File: src/rtl/lc3b_types.sv
// Shared LC-3b datapath types for the memory stage: word width, access FSM
// states and byte-lane enable encodings.
package lc3b_types;

  typedef logic [15:0] lc3b_word;
  typedef logic [1:0]  lc3b_be;

  typedef enum logic [1:0] {
    S_IDLE   = 2'd0,
    S_PTR    = 2'd1,
    S_ACCESS = 2'd2,
    S_DONE   = 2'd3
  } mem_state_e;

  localparam lc3b_be BE_NONE = 2'b00;
  localparam lc3b_be BE_LOW  = 2'b01;
  localparam lc3b_be BE_HIGH = 2'b10;
  localparam lc3b_be BE_WORD = 2'b11;

  localparam lc3b_word BUSY_MAX = 16'hFFFF;

  // Sign-extend one byte to a full word.
  function automatic lc3b_word sext8(input logic [7:0] b);
    return {{8{b[7]}}, b};
  endfunction

endpackage

File: src/rtl/mem_lane_align.sv
// Byte-lane steering for LDB/STB: picks lane enables, replicates store bytes
// onto both lanes and extracts/sign-extends the addressed byte on loads.
module mem_lane_align
  import lc3b_types::*;
(
  input  logic        i_addr_lsb,
  input  logic        i_byte_op,
  input  logic [15:0] i_store_data,
  input  logic [15:0] i_rdata,
  output logic [1:0]  o_byte_enable,
  output logic [15:0] o_wdata,
  output logic [15:0] o_load_data
);

  // Word ops use both lanes untouched; byte ops select the lane by addr[0].
  always_comb begin
    o_byte_enable = BE_WORD;
    o_wdata       = i_store_data;
    o_load_data   = i_rdata;
    if (i_byte_op) begin
      o_byte_enable = i_addr_lsb ? BE_HIGH : BE_LOW;
      o_wdata       = {i_store_data[7:0], i_store_data[7:0]};
      o_load_data   = i_addr_lsb ? sext8(i_rdata[15:8]) : sext8(i_rdata[7:0]);
    end
  end

endmodule

File: src/rtl/mem_access.sv
// Memory-stage access controller: runs one handshaked access (two for
// LDI/STI), steers byte lanes and stalls the pipeline until writeback.
//
//   state    | meaning
//   ---------+--------------------------------------------------------
//   S_IDLE   | waiting for a valid load/store from EX/MEM
//   S_PTR    | LDI/STI pointer read, response replaces the address
//   S_ACCESS | final data access (read or write)
//   S_DONE   | one-cycle completion, stall released for MEM/WB advance
module mem_access
  import lc3b_types::*;
(
  input  logic        i_clk,
  input  logic        i_reset,
  input  logic        i_start,
  input  logic        i_mem_read,
  input  logic        i_mem_write,
  input  logic        i_indirect,
  input  logic        i_byte_op,
  input  logic [15:0] i_address,
  input  logic [15:0] i_store_data,
  input  logic        i_dmem_resp,
  input  logic [15:0] i_dmem_rdata,
  output logic        o_dmem_read,
  output logic        o_dmem_write,
  output logic [15:0] o_dmem_address,
  output logic [15:0] o_dmem_wdata,
  output logic [1:0]  o_dmem_byte_enable,
  output logic        o_stall,
  output logic        o_done,
  output logic [15:0] o_load_data,
  output logic [15:0] o_busy_cycles
);

  mem_state_e r_state;
  lc3b_word   r_addr;
  lc3b_word   r_store_data;
  logic       r_is_read;
  logic       r_is_write;
  logic       r_byte;
  lc3b_word   r_load_data;
  lc3b_word   r_busy;

  logic       w_mem_op;
  logic       w_lane_byte;
  lc3b_be     w_be;
  lc3b_word   w_wdata;
  lc3b_word   w_load_ext;

  assign w_mem_op = i_mem_read | i_mem_write;

  // The pointer read is always a full word, so lane steering applies only
  // to the final access.
  assign w_lane_byte = r_byte & (r_state == S_ACCESS);

  mem_lane_align u_align (
    .i_addr_lsb    (r_addr[0]),
    .i_byte_op     (w_lane_byte),
    .i_store_data  (r_store_data),
    .i_rdata       (i_dmem_rdata),
    .o_byte_enable (w_be),
    .o_wdata       (w_wdata),
    .o_load_data   (w_load_ext)
  );

  // Access sequencing and operand/result capture.
  always_ff @(posedge i_clk) begin
    if (i_reset) begin
      r_state      <= S_IDLE;
      r_addr       <= '0;
      r_store_data <= '0;
      r_is_read    <= 1'b0;
      r_is_write   <= 1'b0;
      r_byte       <= 1'b0;
      r_load_data  <= '0;
    end else begin
      case (r_state)
        S_IDLE: begin
          if (i_start && w_mem_op) begin
            r_addr       <= i_address;
            r_store_data <= i_store_data;
            // read+write together resolves to a plain write
            r_is_read    <= i_mem_read & ~i_mem_write;
            r_is_write   <= i_mem_write;
            r_byte       <= i_byte_op;
            r_state      <= i_indirect ? S_PTR : S_ACCESS;
          end
        end
        S_PTR: begin
          if (i_dmem_resp) begin
            r_addr  <= i_dmem_rdata;
            r_state <= S_ACCESS;
          end
        end
        S_ACCESS: begin
          if (i_dmem_resp) begin
            if (r_is_read) r_load_data <= w_load_ext;
            r_state <= S_DONE;
          end
        end
        S_DONE:  r_state <= S_IDLE;
        default: r_state <= S_IDLE;
      endcase
    end
  end

  // Saturating count of cycles spent waiting on memory.
  always_ff @(posedge i_clk) begin
    if (i_reset) begin
      r_busy <= '0;
    end else if ((r_state == S_PTR || r_state == S_ACCESS) && r_busy != BUSY_MAX) begin
      r_busy <= r_busy + 16'd1;
    end
  end

  // Memory requests decoded from registered state only, never from resp.
  always_comb begin
    o_dmem_read        = 1'b0;
    o_dmem_write       = 1'b0;
    o_dmem_address     = '0;
    o_dmem_wdata       = '0;
    o_dmem_byte_enable = BE_NONE;
    case (r_state)
      S_PTR: begin
        o_dmem_read        = 1'b1;
        o_dmem_address     = {r_addr[15:1], 1'b0};
        o_dmem_byte_enable = BE_WORD;
      end
      S_ACCESS: begin
        o_dmem_read        = r_is_read;
        o_dmem_write       = r_is_write;
        o_dmem_address     = r_byte ? r_addr : {r_addr[15:1], 1'b0};
        o_dmem_byte_enable = w_be;
        o_dmem_wdata       = w_wdata;
      end
      default: ;
    endcase
  end

  // Stall covers the accepting IDLE cycle and the wait states; DONE lets
  // the MEM/WB latch advance.
  assign o_stall = (r_state == S_PTR) || (r_state == S_ACCESS) ||
                   ((r_state == S_IDLE) && i_start && w_mem_op);
  assign o_done        = (r_state == S_DONE);
  assign o_load_data   = r_load_data;
  assign o_busy_cycles = r_busy;

endmodule
File: config.mk
export PLATFORM = sky130hd
export DESIGN_NAME = mem_access
export DESIGN_NICKNAME = d
export VERILOG_FILES = /design/src/rtl/lc3b_types.sv /design/src/rtl/mem_lane_align.sv /design/src/rtl/mem_access.sv
export SDC_FILE = /design/constraint.sdc
export NUM_CORES = 1
export LEC_CHECK = 0
export BUFFER_PORTS_ARGS = -buffer_cell sky130_fd_sc_hd__buf_2
export CORE_MARGIN = 2
export CORE_UTILIZATION = 45
export DETAILED_ROUTE_END_ITERATION = 8
export PLACE_DENSITY = 0.84
export SETUP_SLACK_MARGIN = 0.02
export SYNTH_ARGS = -nofsm -noshare
export SYNTH_HDL_FRONTEND = slang
export SYNTH_SLANG_ARGS = --single-unit
File: constraint.sdc
create_clock -name i_clk -period 2.51 [get_ports i_clk]
set_clock_uncertainty 0.05 [all_clocks]
set_input_delay 0.251 -clock i_clk [delete_from_list [all_inputs] [get_ports i_clk]]
set_output_delay 0.251 -clock i_clk [all_outputs]
set_load 0.02 [all_outputs]
# ---- Yosys cells after proc, flatten, opt, wreduce, memory -nomap -nowiden
# Index checks and enable logic that the tools add are counted.
# Widths: inputs -> output; s select.
dict set report totals {
  register_bits 69
  latch_bits 0
  ram_bits 0
  romBits 0
  inputBits 56
  out_inout_bits 70
  word_cells 51
  mem_count 0
}
dict set report op_classes {
  n_addsub 1
  multipliers 0
  div_mod_pow 0
  magnitude_cmp 0
  n_eq_ne 7
  shifts 0
  n_mux 19
  n_bitwise 4
  n_reduce_logical 12
}
# op count
set ops {}
lappend ops {{$mux 16} 6}
lappend ops {{$pmux 16 s2} 2}
lappend ops {{$add 16x1->16 const B} 1}
lappend ops {{$ne 16x16->1 const B} 1}
lappend ops {{$mux 2} 6}
lappend ops {{$reduce_and 3->1} 3}
lappend ops {{$pmux 2 s4} 1}
lappend ops {{$ne 2x2->1 const B} 3}
lappend ops {{$eq 2x2->1 const B} 2}
lappend ops {{$logic_and 1x1->1} 4}
lappend ops {{$pmux 2 s2} 1}
lappend ops {{$and 1x1->1} 2}
lappend ops {{$eq 2x1->1 const B} 1}
lappend ops {{$logic_not 2->1} 1}
lappend ops {{$logic_or 1x1->1} 2}
lappend ops {{$mux 1} 2}
lappend ops {{$pmux 1 s2} 1}
lappend ops {{$reduce_and 2->1} 1}
lappend ops {{$reduce_bool 2->1} 1}
lappend ops {{$not 1->1} 1}
lappend ops {{$or 1x1->1} 1}

# ---- Longest topological paths before layout
# Gate-level depths: netlist of the first run.
dict set report depth {
  ltp_word 4
  mapped_depth 8
  depth_no_buf 6
}

# ---- Modules after synthesis
# Synthesis of the first run repeated with hierarchy kept, for this count alone.
dict set report hier_totals {
  cells_unflattened 436
  area_unflattened_um2 3588.4
}
# module instances cells_per_inst area_each_um2 seq_area_each_um2
set modules_own_cells {}
lappend modules_own_cells {mem_access 1 391 3209.3 1381.3}
lappend modules_own_cells {mem_lane_align 1 45 379.1 0.0}

# ---- Worst setup path before layout of the first run
# OpenSTA, ideal clock, no wires.
dict set report synth_timing {
  path_type {reg2reg}
  startpoint {register r_state[0]}
  endpoint {register r_busy[13], in the netlist o_busy_cycles[13]}
  setup_time_ns 0.071
  arrival_time_ns 2.072
  t_required_ns 2.389
  setup_slack_ns 0.317
  stages_incl_launch_ff 8
  n_path_buf 1
  period_less_slack_ns 2.193
  cell_sequence {dfxtp_1 -> inv_1 -> ha_1 -> buf_6 -> nand3_4 -> or4_4 -> or4_1 -> a21oi_1}
}
dict set report synth_between {
  elab_chain_len 3
  elab_cells_between_ends 4
  classes_between {eq/ne: 2; reduce/logical: 2}
}
# item line
set synth_rtl {}
lappend synth_rtl {{start: declaration} mem_access.sv:35} ;# mem_state_e r_state;
lappend synth_rtl {{start signal: assignment} mem_access.sv:86} ;# r_state <= i_indirect ? S_PTR : S_ACCESS;
lappend synth_rtl {{$eq 2x1->1 or $eq 2x2->1 (tied branches)} mem_access.sv:111} ;# end else if ((r_state == S_PTR || r_state == S_ACCESS) && r_busy != BUSY_MAX) begin
lappend synth_rtl {{$logic_or 1x1->1 (*)} mem_access.sv:111}
lappend synth_rtl {{$logic_and 1x1->1 (*)} mem_access.sv:111}
lappend synth_rtl {{end signal: assignment} mem_access.sv:112} ;# r_busy <= r_busy + 16'd1;
lappend synth_rtl {{end: declaration} mem_access.sv:42} ;# lc3b_word r_busy;
# Mark *: on every way between the ends. The rest lies on a longest branch, timed or not.
# A chain may end at the register's enable or synchronous reset.

# ---- Final worst setup path of the first run
dict set report layout_timing {
  startpoint {register r_state[0]}
  endpoint {output o_dmem_address[15]}
}
dict set report layout_between {
  elab_chain_len 2
  elab_cells_between_ends 3
  classes_between {eq/ne: 2; mux: 1}
}
# item line
set layout_rtl {}
lappend layout_rtl {{$eq 2x2->1 or $eq 2x1->1 (tied branches)} mem_access.sv:123} ;# case (r_state)
lappend layout_rtl {{$pmux 16 s2 (*)} mem_access.sv:123}
lappend layout_rtl {{end: declaration} mem_access.sv:26} ;# output logic [15:0] o_dmem_address,
# Marks and branches as above.

==> results of run 1 <==
==> cells in the mapped netlist, drive strengths merged <==
cell type	instances	area [um^2]
dfxtp	69	1380
nand2	64	240
nor2	45	169
a21oi	33	165
a211oi	27	203
clkbuf	27	101
and2	24	150
mux2i	22	220
nand3	13	77.6
nand2b	11	68.8
o21ai	8	40.0
a21boi	7	52.6
a311oi	7	61.3
ha	7	87.6
inv	7	26.3
or3	7	43.8
nor2b	5	31.3
or4	5	41.3
nand4	4	31.3
o41ai	4	42.6
buf	3	18.8
o31ai	3	22.5
nor3	2	10.0
o311ai	2	17.5
or2	2	12.5
a2bb2oi	1	8.76
a31oi	1	6.26
and3	1	6.26
and4	1	8.76
mux2	1	11.3
nor4	1	12.5
nor4b	1	8.76
o211a	1	10.0
o211ai	1	7.51
o21a	1	7.51
xor2	1	8.76
==> sequential cells by signal, indices dropped and copies added (netlist names) <==
signal	flops
r_addr	16
r_is_write	1
o_busy_cycles	16
r_store_data	16
r_state	2
o_load_data	16
r_is_read	1
r_byte	1
==> worst min-delay path by stage <==
stage	startpoint	end	cells past startpoint
after CTS	i_store_data[11]	r_store_data[11]	3
final	i_store_data[4]	r_store_data[4]	3
after detailed placement	r_is_write	r_is_write	2
after global placement	r_is_write	r_is_write	2
after global routing	i_store_data[6]	r_store_data[6]	3
after floorplan	i_mem_write	r_is_write	2
==> area by class of cell <==
class                   count  area, um^2
inverters                   7        26.3
fillers                   699        2970
repair buffers            135         701
clock buffers              11         151
multi-input cells         313        1890
flip-flops and latches     69        1380
clock inverters             4        47.5
well taps                  99         124
==> layer usage <==
layer | wire length (um) | share of wire (%) | up-vias
met5 | 0 | 0 | -
met4 | 108 | 1.1 | 0
met3 | 576 | 6.1 | 9
met2 | 4630 | 49 | 143
met1 | 4130 | 44 | 1578
li1 | - | - | 1702
==> cells by family (layout without fill, tap and decap cells) <==
| group | Yosys count | after routing |
|---|---|---|
| and+or+nand+nor | 186 | 186 |
| AOI/OAI and AO/OA | 96 | 96 |
| DFF | 69 | 69 |
| buffers and inverters | 37 | 157 |
| muxes | 23 | 23 |
| adders and majority gates | 7 | 7 |
| xor gates and xnor gates | 1 | 1 |
==> critical path, stage by stage, from the launching register on <==
cell     delay, ps
dfxtp_1        390
inv_1          120
ha_1           350
buf_4          180
nor2b_1        140
buf_4          180
and2_1         160
buf_2          170
==> report_power, final <==
part	switching, mW	internal, mW	total, mW
clock	0.409	0.505	0.914
combinational	0.808	0.513	1.32
sequential	0.127	1.28	1.41
==> stage by stage <==
step / hold slack, ps / power [mW] / utilization, % / worst slack (ps)
floorplan: 337 / 2.38 / - / 317
global placement: 387 / 2.69 / 56.5 / 326
detailed placement: 393 / 2.75 / 56.5 / 227
CTS: 82.2 / 3.66 / 59.2 / 158
global route: 94.4 / 3.88 / 59.2 / 52.9
finish: 101 / 3.64 / 59.2 / 184
==> flow_summary.toml, run 1 <==
[floorplan]
pin_count = 126
chipWidth_um = 91.1
core-area_um2 = 7290
dieHeight_um = 91.1
start_util_pct = 46.8
placementRows = 31
dieArea_um2 = 8290

[critical_path]
cp_max_fo = 14
crit_path_end_kind = "primary output"
required_ps = 2210
r2r_slack_ps = 220
cp-start-kind = "flop"
cp.arrival_ps = 2030
timing.rr.start = "r_state[0]"
worstSetupPathType = "reg2out"
startpoint = "r_state[0]"
endpoint = "o_dmem_address[15]"
worst-r2r-cell-count = 6
r2r-end = "o_busy_cycles[13]"

[synth]
syn_nets = 482
synth-xor-area-share_pct = 0.257
ys_warn_count = 0
syn_avg_cell_area_um2 = 8.14
synth_area_um2 = 3410
yosys.area_share.simple_pct = 26.7
synth_seq_cells = 69
synth_mux_area_share_pct = 6.78
netlist_instances = 419
synth_cell_type_count = 43
synth_top_family_by_area = "simple AND/OR/NAND/NOR gates"
ys_seq_area_share_pct = 40.5
synth_compound_area_share_pct = 18.9
synthAdderAreaFrac_pct = 2.57

[power]
power_density_nw_per_um2 = 843
vdd_ir_drop_max_mv = 0.411
p_leak_nw = 1.88

[routing]
final_antenna_net_count = 0
drtIter0Drc = 103
first_pass_iters = 4
wirelength_um = 9440
num_vias = 3432
routedWlPerCell_um = 14.8
vias_per_cell = 5.38
drc_errors = 0

[grt]
use_met1_pct = 29.7
antenna_found_initial = 0
grt_usage_pct = 23.2
grt_use_met3_pct = 4.98
overflow = 0
grt_busiest_layer = "met2"
grt_pass1_vias = 3303
grt_use_met2_pct = 39.1
grt_max_degree = 45
grt_pass1_wl_um = 15700

[cts]
postCtsHoldBufs = 0
root_buffer = "clkbuf_8"
cts_sinks = 69
cts-buffers-inserted = 9
clkTransAtPathRegs_ps = 80
cts.repair.resized = 0
clock_path_buffers = 2
htreeDepth = 3
clk_latency_ps = 330
cts_tree = "yes"
postCtsSetupBuffers = 0

[timing]
final-setup-viol-count = 0
hold_viol = 0
max_slew_margin_pct = 23.8
worst_pin_slew_ps = 1140
fmax_mhz = 430
setup-tns-final_ps = 0
rsz0062_at_grt = "false"
min_period_ps = 2330
maxSlewViolCount = 0
period_share_pct = 92.7

[placement]
place_inst = 623
placed_area_um2 = 4120
io_buffer_count = 125
gp_congestion = 0.838
dpl.hpwl_um = 6880

[finish]
layout_commonest_cell = "buf_2"
fin_area_um2 = 4320
diodes = 0
stdcell_count = 638
synthToLayoutAreaGrowth_pct = 26.6
nNetsFinal = 598
final_cell_mix = "buf_2, dfxtp_1, nand2_1"
drive_gt1_share_pct = 29.1

[status]
outcome = "finished clean"

[worst_hold_path]
hp-class = "in2reg"

[job]
maxCapViolations = 0
(Power assumes the default switching activity.)
==> inputs of run 2 (changes only) <==
Clock period 2.51 ns to 2.65 ns, I/O delays scaled along.
==> run 2 against run 1 <==
  * Sequential power shrank 6%
  * Via count down 1.1%
  * Global-route usage down 0.68 points
  * Total power shrank 7.9%
  * Critical path depth is the same
  * First-iteration DRC count increased by 36%
  * Sequential share of layout area grew 0.27 points
  * Final cell count is 0.16% lower
  * Non-clock buffer count fell by 2
  * Combinational power down 5%
  * Critical path type unchanged
  * Design area down 0.84%
  * Die area unchanged
==> flow_summary.toml, run 2 (synthesized netlist as in run 1, its figures left out) <==
[routing]
wirelength_um = 9390
drtIter0Drc = 140
vias_per_cell = 5.33
drc_errors = 0
first_pass_iters = 4
final_antenna_net_count = 0
routedWlPerCell_um = 14.7
num_vias = 3393

[cts]
htreeDepth = 3
clkTransAtPathRegs_ps = 80
cts-buffers-inserted = 9
root_buffer = "clkbuf_8"
postCtsSetupBuffers = 0
clk_latency_ps = 350
cts.repair.resized = 0
clock_path_buffers = 2
cts_tree = "yes"
cts_sinks = 69
postCtsHoldBufs = 0

[power]
total_power_mw = 3.35
vdd_ir_drop_max_mv = 0.526
power_density_nw_per_um2 = 783
p_leak_nw = 1.86

[floorplan]
placementRows = 31
core-area_um2 = 7290
start_util_pct = 46.8
pin_count = 126
dieArea_um2 = 8290
dieHeight_um = 91.1
chipWidth_um = 91.1

[placement]
io_buffer_count = 125
placed_area_um2 = 4110
place_inst = 621
gp_congestion = 0.871
dpl.hpwl_um = 6830

[grt]
overflow = 0
grt_pass1_vias = 3054
grt_pass1_wl_um = 15000
grt_max_degree = 41
grt_usage_pct = 22.5
antenna_found_initial = 0

[timing]
setup-tns-final_ps = 0
maxSlewViolCount = 0
min_period_ps = 2330
worst_pin_slew_ps = 1160
period_share_pct = 88.1
rsz0062_at_grt = "false"
fmax_mhz = 428
max_slew_margin_pct = 22.7
hold_viol = 0
final-setup-viol-count = 0

[worst_hold_path]
hp-class = "in2reg"
worstHoldPathCells = 3
hold_start = "i_store_data[9]"

[critical_path]
cpPeakStageDelay_ps = 390
required_ps = 2340
startpoint = "r_state[0]"
cp_max_fo = 14
worst-r2r-cell-count = 6
path_cells = "inv_1 > ha_1 > buf_4 > nor2b_1 > buf_4 > and2_1 > buf_2"
cp-start-kind = "flop"
slowest_stage = "dfxtp_1"
critPathMostFrequentCell = "buf_4"
timing.rr.start = "r_state[0]"
worstSetupPathType = "reg2out"
crit_path_end_kind = "primary output"
cp.arrival_ps = 2020

[job]
maxCapViolations = 0

[finish]
nFillCells = 692
drive_gt1_share_pct = 29.2
final_cell_mix = "buf_2, dfxtp_1, nand2_1"
nNetsFinal = 596
diodes = 0
layout_commonest_cell = "buf_2"
fin_area_um2 = 4280
stdcell_count = 637
synthToLayoutAreaGrowth_pct = 25.5

[status]
outcome = "finished clean"
run 2: path summary, 6_finish.rpt:
kind                       endpoint  slack [ps]
setup / recovery  o_dmem_address[2]         320
hold / removal      r_store_data[9]          90
setup reg to reg  o_busy_cycles[13]         350
hold reg to reg    r_store_data[13]         410
run 2: where the power goes:
part	switching, mW	internal, mW
Combinational	0.762	0.485
Clock	0.417	0.361
Sequential	0.118	1.21
Total	1.30	2.06
run 2: worst max-delay path: cells and delay by family, from the launching register on:
family / cells / cell delay [ps]
simple gates: 2 / 300
flops: 1 / 390
fa+ha+maj: 1 / 350
buf+inv: 4 / 610
run 2: stage by stage:
| stage | hold WS, ps | util, % | setup WS (ps) |
|---|---|---|---|
| global route | 100 | 58.7 | 151 |
| CTS | 82.0 | 58.7 | 178 |
| global placement | 387 | 56.3 | 468 |
| floorplan | 351 | - | 457 |
| finish | 93.5 | 58.7 | 316 |
| detailed placement | 397 | 56.3 | 382 |
run 2: layout make-up:
cell class	count	area, um^2	area share [%]
Multi-Input combinational cell	313	1890	44.1
Inverter	7	26.3	0.613
Clock buffer	10	138	3.21
Timing Repair Buffer	133	686	16.0
Clock inverter	6	38.8	0.906
Sequential cell	69	1380	32.3
Tap cell	99	124	2.89
run 2: per-layer routing:
layer / GRT usage [%] / wire length, um / vias to the layer above
met4: 8.71 / 145 / 0
met3: 3.98 / 657 / 10
met1: 28.9 / 4040 / 1559
li1: - / - / 1698
met2: 37.6 / 4550 / 126
met5: 0 / 0 / -
==> inputs of run 3 (changes only) <==
Clock period 2.65 ns to 2.9 ns, I/O delays scaled along.
==> run 3 against run 2 <==
  * Via count shrank 1.2%
  * Clock power grew 12%
  * First-iteration DRC count shrank 19%
  * Setup slack gained 110 ps
  * Combinational power shrank 10%
  * Flip-flop and latch count is the same
  * Register-to-register slack gained 230 ps
  * Design area grew 0.91%
  * Largest cell class unchanged
  * Die area is the same
==> flow_summary.toml, run 3 (synthesized netlist as in run 1, its figures left out) <==
[grt]
overflow = 0
grt_pass1_vias = 3136
grt_max_degree = 41
grt_usage_pct = 22.2
antenna_found_initial = 0
grt_pass1_wl_um = 15000

[routing]
wirelength_um = 9190
drc_errors = 0
routedWlPerCell_um = 14.5
met2_length_um = 4280
num_vias = 3353
first_pass_iters = 4
vias_per_cell = 5.27
top_layer = "met4"
route.met3.wl_um = 598
m1WireLength_um = 4140
drtIter0Drc = 113
final_antenna_net_count = 0

[placement]
io_buffer_count = 125
gp_congestion = 0.830
dpl.hpwl_um = 6640
place_inst = 620
placed_area_um2 = 4100

[timing]
rsz0062_at_grt = "false"
hold-worst-slack_ps = 134
period_share_pct = 85.3
final-setup-viol-count = 0
worst_pin_slew_ps = 1130
maxSlewViolCount = 0
max_slew_margin_pct = 24.7
hold_viol = 0
setup-tns-final_ps = 0
min_period_ps = 2470
fmax_mhz = 404

[floorplan]
placementRows = 31
dieArea_um2 = 8290
dieHeight_um = 91.1
core-area_um2 = 7290
pin_count = 126
start_util_pct = 46.8
chipWidth_um = 91.1

[finish]
final_cell_mix = "buf_2, dfxtp_1, nand2_1"
nFillCells = 703
synthToLayoutAreaGrowth_pct = 26.7
diodes = 0
regArea_um2 = 1380
multiInputGateArea_um2 = 1890
nNetsFinal = 595
stdcell_count = 636
layout_commonest_cell = "buf_2"
fin_area_um2 = 4320
drive_gt1_share_pct = 28.9

[cts]
cts.repair.resized = 0
cts_tree = "yes"
postCtsHoldBufs = 0
cts-buffers-inserted = 9
clk_latency_ps = 340
root_buffer = "clkbuf_8"
clock_path_buffers = 2
cts_sinks = 69
postCtsSetupBuffers = 0
htreeDepth = 3
clkTransAtPathRegs_ps = 80

[status]
outcome = "finished clean"

[critical_path]
cp_max_fo = 15
worstSetupPathType = "reg2out"
cp-start-kind = "flop"
crit_path_end_kind = "primary output"
required_ps = 2560
cp.arrival_ps = 2130

[power]
total_power_mw = 3.22
power_density_nw_per_um2 = 745
p_leak_nw = 1.88
vdd_ir_drop_max_mv = 0.533

[worst_hold_path]
hp-class = "in2reg"

[job]
maxCapViolations = 0
==> run 3: cell types whose count changed in the layout (fill, tap and decap cells not counted), sizes merged <==
cell | before | now
buf | 133 | 132
bufinv | 0 | 2
clkinv | 4 | 3
clkinvlp | 2 | 1
==> run 3: cell type report <==
type                    count  area share (%)
clock buffers              10            3.18
clock inverters             6            2.00
multi-input cells         313            43.7
flip-flops and latches     69            32.0
well taps                  99            2.87
inverters                   7           0.608
repair buffers            132            15.7
==> run 3: path summary, 6_finish.rpt <==
check / from / end / slack [ps] / cells after the start
min: i_store_data[2] / r_store_data[2] / 130 / 3
min reg2reg: r_is_write / r_is_write / 400 / 2
max: r_state[0] / o_dmem_wdata[9] / 430 / 6
max reg2reg: r_state[0] / o_busy_cycles[13] / 580 / 6
==> run 3: routing by layer <==
metal / vias up / global-route usage (%)
met2: 125 / 36.9
met4: 0 / 7.58
li1: 1695 / -
met3: 17 / 4.48
met1: 1516 / 28.7
met5: - / 0
==> run 3: report_power, final <==
group / switching [mW] / total (mW) / internal, mW
Sequential: 0.116 / 1.22 / 1.11
Combinational: 0.682 / 1.12 / 0.441
Clock: 0.369 / 0.875 / 0.506
Total: 1.17 / 3.22 / 2.05
==> run 3: through the flow <==
step / setup slack [ps] / util (%)
finish: 426 / 59.3
global route: 174 / 59.3
CTS: 427 / 59.3
detailed placement: 637 / 56.2
global placement: 722 / 56.2
floorplan: 707 / -
==> run 3: critical path, cell delays in order, from the launching register on <==
cell and delay [ps]:
dfxtp_1 350, inv_1 140, ha_1 260, and2_1 540, nand2_1 120, a21boi_0 200, buf_2 200
